$ cat src/rtl/i_mem_pipe.sv
// i_mem_pipe: loader-written instruction memory with a LATENCY-stage fetch pipeline and a 2-entry response FIFO.
// Optional feature macro I_MEM_PARITY_EN: one even-parity bit per word, checked on every fetch.
module i_mem_pipe #(
  parameter int unsigned DATA_W  = 32,
  parameter int unsigned DEPTH   = 128,
  parameter int unsigned LATENCY = 1
) (
  input  logic              clk,
  input  logic              rst_n,
  input  logic              req_valid,
  output logic              req_ready,
  input  logic [31:0]       req_addr,
  output logic              rsp_valid,
  input  logic              rsp_ready,
  output logic [DATA_W-1:0] rsp_data,
  output logic              rsp_err,
  input  logic              ld_en,
  input  logic [31:0]       ld_addr,
  input  logic [DATA_W-1:0] ld_data
);

  localparam int unsigned IDX_W = $clog2(DEPTH);
  localparam int unsigned CAP   = LATENCY + 1;
  localparam int unsigned OCC_W = $clog2(CAP + 1);
  localparam int unsigned NS    = (LATENCY > 1) ? LATENCY - 1 : 1;

  logic [DATA_W-1:0] mem [DEPTH];

  logic [IDX_W-1:0]  req_idx;
  logic [IDX_W-1:0]  ld_idx;
  logic              req_bad;
  logic              ld_ok;
  logic              accept;
  logic [DATA_W-1:0] rd_word;
  logic [DATA_W-1:0] in_data;
  logic              in_err;

  logic              push_v;
  logic              push_e;
  logic [DATA_W-1:0] push_d;
  logic              can_push;
  logic              pop;

  // Request / loader address decode; faulting fetches never touch the array.
  assign accept  = req_valid & req_ready;
  assign req_idx = req_addr[IDX_W+1:2];
  assign ld_idx  = ld_addr[IDX_W+1:2];
  assign req_bad = (req_addr[1:0] != 2'b00) || (req_addr[31:2] >= 30'(DEPTH));
  assign ld_ok   = (ld_addr[1:0] == 2'b00) && (ld_addr[31:2] < 30'(DEPTH));
  assign rd_word = req_bad ? '0 : mem[req_idx];
  assign in_data = rd_word;

`ifdef I_MEM_PARITY_EN
  logic par_mem [DEPTH];
  logic par_bad;

  always_ff @(posedge clk) begin
    if (ld_en && ld_ok) begin
      mem[ld_idx]     <= ld_data;
      par_mem[ld_idx] <= ^ld_data;
    end
  end

  // Read sees the pre-write word, so a same-cycle load cannot cause a false parity hit.
  assign par_bad = !req_bad && ((^rd_word) != par_mem[req_idx]);
  assign in_err  = req_bad | par_bad;
`else
  always_ff @(posedge clk) begin
    if (ld_en && ld_ok) begin
      mem[ld_idx] <= ld_data;
    end
  end

  assign in_err = req_bad;
`endif

  generate
    if (LATENCY > 1) begin : g_pipe
      logic              sv [NS];
      logic              se [NS];
      logic [DATA_W-1:0] sd [NS];
      logic              nv [NS];
      logic              ne [NS];
      logic [DATA_W-1:0] nd [NS];
      logic [NS-1:0]     en;

      // Stage inputs and load enables; a stage may load when any slot downstream frees up.
      always_comb begin
        logic bubble;
        nv[0]  = accept;
        ne[0]  = in_err;
        nd[0]  = in_data;
        for (int i = 1; i < int'(NS); i++) begin
          nv[i] = sv[i-1];
          ne[i] = se[i-1];
          nd[i] = sd[i-1];
        end
        en     = '0;
        bubble = can_push;
        for (int i = int'(NS) - 1; i >= 0; i--) begin
          bubble = bubble | !sv[i];
          en[i]  = bubble;
        end
      end

      always_ff @(posedge clk or negedge rst_n) begin
        if (!rst_n) begin
          for (int i = 0; i < int'(NS); i++) begin
            sv[i] <= 1'b0;
            se[i] <= 1'b0;
            sd[i] <= '0;
          end
        end else begin
          for (int i = 0; i < int'(NS); i++) begin
            if (en[i]) begin
              sv[i] <= nv[i];
              se[i] <= ne[i];
              sd[i] <= nd[i];
            end
          end
        end
      end

      assign push_v = sv[NS-1] & can_push;
      assign push_e = se[NS-1];
      assign push_d = sd[NS-1];
    end else begin : g_direct
      assign push_v = accept;
      assign push_e = in_err;
      assign push_d = in_data;
    end
  endgenerate

  // Two-entry response FIFO as head + tail registers so outputs come straight from flops.
  logic              h_v;
  logic              h_e;
  logic [DATA_W-1:0] h_d;
  logic              t_v;
  logic              t_e;
  logic [DATA_W-1:0] t_d;

  assign pop      = h_v & rsp_ready;
  assign can_push = !t_v || pop;

  always_ff @(posedge clk or negedge rst_n) begin
    if (!rst_n) begin
      h_v <= 1'b0;
      h_e <= 1'b0;
      h_d <= '0;
      t_v <= 1'b0;
      t_e <= 1'b0;
      t_d <= '0;
    end else if (pop) begin
      if (t_v) begin
        h_v <= 1'b1;
        h_e <= t_e;
        h_d <= t_d;
        t_v <= push_v;
        if (push_v) begin
          t_e <= push_e;
          t_d <= push_d;
        end
      end else begin
        h_v <= push_v;
        if (push_v) begin
          h_e <= push_e;
          h_d <= push_d;
        end
      end
    end else if (push_v) begin
      if (!h_v) begin
        h_v <= 1'b1;
        h_e <= push_e;
        h_d <= push_d;
      end else begin
        t_v <= 1'b1;
        t_e <= push_e;
        t_d <= push_d;
      end
    end
  end

  assign rsp_valid = h_v;
  assign rsp_err   = h_e;
  assign rsp_data  = h_d;

  // Credit: accepted-but-not-popped entries never exceed pipeline slots plus FIFO depth.
  logic [OCC_W-1:0] occ;
  logic [OCC_W-1:0] occ_nxt;

  assign occ_nxt = occ + OCC_W'(accept) - OCC_W'(pop);

  always_ff @(posedge clk or negedge rst_n) begin
    if (!rst_n) begin
      occ       <= '0;
      req_ready <= 1'b0;
    end else begin
      occ       <= occ_nxt;
      req_ready <= (occ_nxt < OCC_W'(CAP));
    end
  end

endmodule

$ cat config.mk
export PLATFORM = sky130hd
export DESIGN_NAME = i_mem_pipe
export DESIGN_NICKNAME = d
export VERILOG_FILES = /design/src/rtl/i_mem_pipe.sv
export SDC_FILE = /design/constraint.sdc
export NUM_CORES = 2
export LEC_CHECK = 0
export CAP_MARGIN = 5
export CORE_UTILIZATION = 31
export CTS_CLUSTER_SIZE = 20
export DETAILED_ROUTE_END_ITERATION = 8
export GPL_ROUTABILITY_DRIVEN = 1
export PLACE_DENSITY = 0.49
export SLEW_MARGIN = 20
export SYNTH_ARGS = -nofsm -noshare
export SYNTH_HDL_FRONTEND = slang
export SYNTH_SLANG_ARGS = --single-unit
$ cat constraint.sdc
create_clock -name clk -period 3.5 [get_ports clk]
set_input_delay 0.7 -clock clk [delete_from_list [all_inputs] [get_ports clk]]
set_output_delay 0.7 -clock clk [all_outputs]
set_load 0.005 [all_outputs]
Word-level counts from Yosys, hierarchy flattened. Memory sizes are Yosys's and may differ from the RTL's. Index checks and enable logic that the tools add are counted.

Flip-flop bits (word level): 71. RAM bits: 4096. Input bits: 101. Logic and storage cells: 58. Memories: 1.

Memory list: mem (depth 128, bits a word 32, read ports 1, clocked after memory_dff 0, wr ports 1, line 27) `logic [DATA_W-1:0] mem [DEPTH];`.

Add/subtract/negate cells: 2. Order comparisons: 3. Equality and inequality tests: 3. Mux-type cells: 28. Bitwise gates (word level): 2. Reductions and logical operators: 11.

Operator list (count): 2-to-1 mux 32 bit (10); greater-or-equal comparator 30 x 8 -> 1 bit, second input constant (1); < comparator 30 x 8 -> 1 bit, second input constant (1); 2-to-1 mux 1 bit (18); nonzero test 2 bit (4); inequality test 2 bit, second input constant (2); AND reduction 4 bit (1); AND reduction 3 bit (1); adder 2 x 1 -> 2 bit (1); AND 1 bit (2); logical AND 1 bit (2); logical NOT 2 bit (1); < comparator 2 bit, second input constant (1); inequality test 2 x 1 -> 1 bit, second input constant (1); AND reduction 2 bit (1); subtractor 2 x 1 -> 2 bit (1); logical OR 1 bit (1).

Longest topological paths before layout.
Depth in word-level cells: 6. Gate-level depth with buffers: 13. Depth with buffers taken out: 8.

Worst setup path before layout. OpenSTA, ideal clock, no wires.

Path kind: input to register. Start point: input ld_addr[1]. End point: memory mem[127][0], enable pin. Library setup time: 0.421 ns. Arrival time: 3.293 ns. Data required time: 3.079 ns. Slack: -0.214 ns. Stages on the path: 6. Path buffers: 1. Path through: nor4b_1 -> nand4_1 -> nor3_1 -> nand3_1 -> clkbuf_1 -> nor2_1.

Word-level cells in the longest chain between the ends: 5.

Ends and longest elaborated chain: start: declaration (line 18) `input logic [31:0] ld_addr,`; logical NOT 2 bit (line 49) `assign ld_ok = (ld_addr[1:0] == 2'b00) && (ld_addr[31:2] < 30'(DEPTH));`; logical AND 1 bit (line 49); logical AND 1 bit (line 69) `if (ld_en && ld_ok) begin`; 2-to-1 mux 1 bit (line 69); 2-to-1 mux 1 bit (implied by the code) (line 70) `mem[ld_idx] <= ld_data;`; end: declaration (line 27).

No other way between the ends.

Worst setup path in the final report.
Start point: input req_addr[5]. End point: register h_d[2] (netlist: rsp_data[2]).

Word-level cells in the longest chain between the ends: 6.

Ends and longest elaborated chain: start: declaration (line 12) `input logic [31:0] req_addr,`; greater-or-equal comparator 30 x 8 -> 1 bit (line 48) `assign req_bad = (req_addr[1:0] != 2'b00) || (req_addr[31:2] >= 30'(DEPTH));`; logical OR 1 bit (line 48); 2-to-1 mux 32 bit (*) (line 50) `assign rd_word = req_bad ? '0 : mem[req_idx];`; 2-to-1 mux 32 bit, on equally long branches (line 171, 165); 2-to-1 mux 32 bit, on equally long branches (line 170, 154); 2-to-1 mux 32 bit (*) (line 153) `end else if (pop) begin`; end signal: assignment (line 157) `h_d <= t_d;`; end signal: assignment (line 167) `h_d <= push_d;`; end signal: assignment (line 174) `h_d <= push_d;`; end: declaration (line 137) `logic [DATA_W-1:0] h_d;`.

Every way passes the cells marked *; elsewhere a longest branch is shown, timed or not. The select of a mux whose other input is x is not followed. A chain may end at the register's enable or synchronous reset.

==> flow_summary.json <==
{
  "cts_tree": "yes",
  "async_flop_share_pct": 1.70,
  "yosys_register_bits": 4167,
  "start_util_pct": 31.2,
  "status": "complete, no violations",
  "clock_insertion_delay_worst_skew_ns": 1.03,
  "hold_path.class": "in -> reg",
  "die_width_microns": 718,
  "via_per_inst": 5.27,
  "cts_htree_levels": 5,
  "syn2layout_area_growth_pct": 22.2,
  "maxCapViolCount": 0,
  "ys_seq_area_share_pct": 78.5,
  "clockRootBuffer": "clkbuf_16",
  "hold_violations": 0,
  "fmax_mhz": 294,
  "cp.required_ns": 4.43,
  "grt_pass1_vias": 82400,
  "port_buffers": 135,
  "clock-sinks": 4167,
  "clock_path_buffers": 4,
  "critical_path_buf_inv_count": 8,
  "final_cell_mix": "4096 x edfxtp_1, 954 x mux4_2, 732 x buf_4",
  "hold_depth": 1,
  "wl_per_cell_microns": 32.4,
  "synth_cell_types": 55,
  "worstSetupPathType": "in -> reg",
  "rsz0062_at_grt": "no",
  "final_common_cell": "edfxtp_1",
  "dieArea_sq_um": 516000,
  "worst_pin_slew_ns": 1.09,
  "finalCriticalPeriod_ns": 3.40,
  "grt_use_total_pct": 19.0,
  "crit_arrival_ns": 4.33,
  "vdd_drop_max_uv": 423,
  "final.setup_skew_ns": 0.0679,
  "antenna_left": 0,
  "rows": 262,
  "synthesis.area_sq_um": 159000,
  "synth_top_flop_cell": "edfxtp_1",
  "yosysWarnings": 0,
  "path_max_fanout": 21,
  "routed_wl_microns": 501000,
  "core_area_sq_um": 510000,
  "grt_max_degree": 129,
  "cp_slowest_cell": "a211oi_1",
  "worstPathCellList": "clkdlybuf4s50_1 > buf_12 > buf_4 > nor2b_4 > buf_12 > buf_4 > buf_12 > a221oi_1 > o22ai_1 > buf_4 > a211oi_1 > buf_4 > o221ai_1 > o21a_1",
  "crit_path_end_kind": "flop",
  "drt_iter0_drc": 9843,
  "placed_area_sq_um": 180000,
  "crit_family": "buffers and inverters",
  "powerDensity_nw_per_um2": 558,
  "final_area_sq_um": 194000,
  "startpoint_type": "primary input",
  "die-height_microns": 718,
  "setup_violations": 0,
  "slew_headroom_pct": 27.7,
  "p_leak_uw": 0.0614,
  "gp_congestion": 0.851,
  "overflow": 0,
  "worst-path-stages": 14,
  "final_util_pct": 38.1,
  "grt_pass1_wl_microns": 686000,
  "drive_gt1_share_pct": 32.7,
  "crit_top_cell": "buf_4",
  "syn_nets": 7219,
  "drt-pass1-iter-count": 5,
  "path_clk_slew_ns": 0.07,
  "nets": 8448,
  "synth.avg_cell_area_sq_um": 22.3,
  "route.detailed.drc": 0,
  "synth_edf_count": 4096,
  "netlist_instances": 7116,
  "num_vias": 81400,
  "io_pins": 136,
  "period_share_pct": 97.2,
  "cts_made_buffers": 432,
  "slowest_delay_ns": 0.59,
  "worst-r2r-cell-count": 9,
  "dp_hpwl_microns": 323000,
  "antenna_found_initial": 64,
  "slew_viol_final": 0
}
-- flip-flops by register name (all words and copies together) (netlist names) --
register,flops
mem,4096
t_d,32
rsp_err,1
req_ready,1
rsp_valid,1
occ,2
t_e,1
rsp_data,32
t_v,1
-- where the power goes --
group / internal [uW] / switching [uW] / total [uW]
Sequential: 54900 / 446 / 55400
Combinational: 2890 / 4440 / 7330
Clock: 26000 / 19700 / 45700
Total: 83900 / 24600 / 108000
-- per-layer routing --
metal  track usage [%]  wire, microns  up-vias
met5                 0             60        -
met4              5.17          15100       10
met3              3.32          36500      656
met2              31.3         242000     3142
met1              25.9         207000    44500
li1                  -              -    33100
-- cell type report --
cell class	instances	area, sq um
fillers	45700	316000
multi-input cells	2534	33200
repair buffers	1198	13800
well taps	6732	8420
diodes	16	40.0
clock buffers	519	11300
clock inverters	266	2590
inverters	12	46.3
flip-flops and latches	4167	125000
-- kinds of logic after synthesis --
kind of cell | count (synthesis) | share of synthesized area [%]
adder cells (fa/ha/maj) | 2 | 0.0157
flip-flops | 4167 | 78.5
AO/OA/AOI/OAI | 792 | 3.59
buffers and inverters | 415 | 1.31
AND/OR/NAND/NOR | 544 | 1.51
multiplexers | 1194 | 15.1
XOR/XNOR | 2 | 0.0110
-- cell usage after synthesis, types with 3 or more instances --
cell type | count | area share (%)
a211oi_1 | 21 | 0.099
a21oi_1 | 92 | 0.29
a221oi_1 | 82 | 0.45
a22o_1 | 52 | 0.29
a22oi_1 | 263 | 1.2
a31o_1 | 18 | 0.099
a31oi_1 | 5 | 0.020
a41oi_1 | 38 | 0.21
and2_1 | 13 | 0.051
and3_1 | 12 | 0.047
buf_1 | 34 | 0.080
buf_2 | 92 | 0.29
buf_4 | 42 | 0.20
buf_6 | 29 | 0.21
clkbuf_1 | 203 | 0.48
dfrtp_1 | 71 | 1.1
edfxtp_1 | 4096 | 77
inv_1 | 11 | 0.026
mux2_2 | 27 | 0.19
mux2i_1 | 213 | 1.3
mux4_2 | 954 | 14
nand2_1 | 168 | 0.40
nand2b_1 | 6 | 0.024
nand3_1 | 111 | 0.35
nand4_1 | 8 | 0.031
nor2_1 | 173 | 0.41
nor2b_1 | 14 | 0.055
nor3_1 | 9 | 0.028
nor4_1 | 12 | 0.047
o211ai_1 | 19 | 0.090
o21a_1 | 22 | 0.10
o21ai_0 | 63 | 0.20
o21ai_1 | 18 | 0.057
o221ai_1 | 20 | 0.11
o22a_1 | 3 | 0.017
o22ai_1 | 63 | 0.25
or3_1 | 11 | 0.043
-- stage by stage --
step | setup TNS (ns) | worst slack, ns | hold WS [ns] | power, uW | std cells
global route | 0 | 0.0383 | 0.121 | 111000 | 15400
floorplan | -451.18 | -0.214 | 0.404 | 59000 | 7116
CTS | 0 | 0.0396 | 0.0861 | 109000 | 15400
finish | 0 | 0.0983 | 0.163 | 108000 | 15400
global placement | -31.16 | -1.15 | 0.464 | 63800 | 14600
detailed placement | -31.32 | -1.10 | 0.472 | 63800 | 14600
-- path summary, 6_finish.rpt --
check	start	end	slack [ns]
worst max-delay path	req_addr[5]	rsp_data[2]	0.1
worst min-delay path	ld_data[14]	mem[20][14]	0.16
worst max register to register	mem[90][2]	rsp_data[2]	0.17
worst min register to register	t_d[21]	t_d[21]	0.49
max in group asynchronous	rst_n	rsp_data[10]	2.27
min in group asynchronous	rst_n	req_ready	0.29
-- what timing repair did --
item                       4_1_cts  5_1_grt
resized for setup                1        3
cloned                           0        0
setup endpoints to repair        2        4
hold endpoints to repair        53        0
setup buffers                    0        0
hold buffers                     3        0
(Power assumes the default switching activity.)
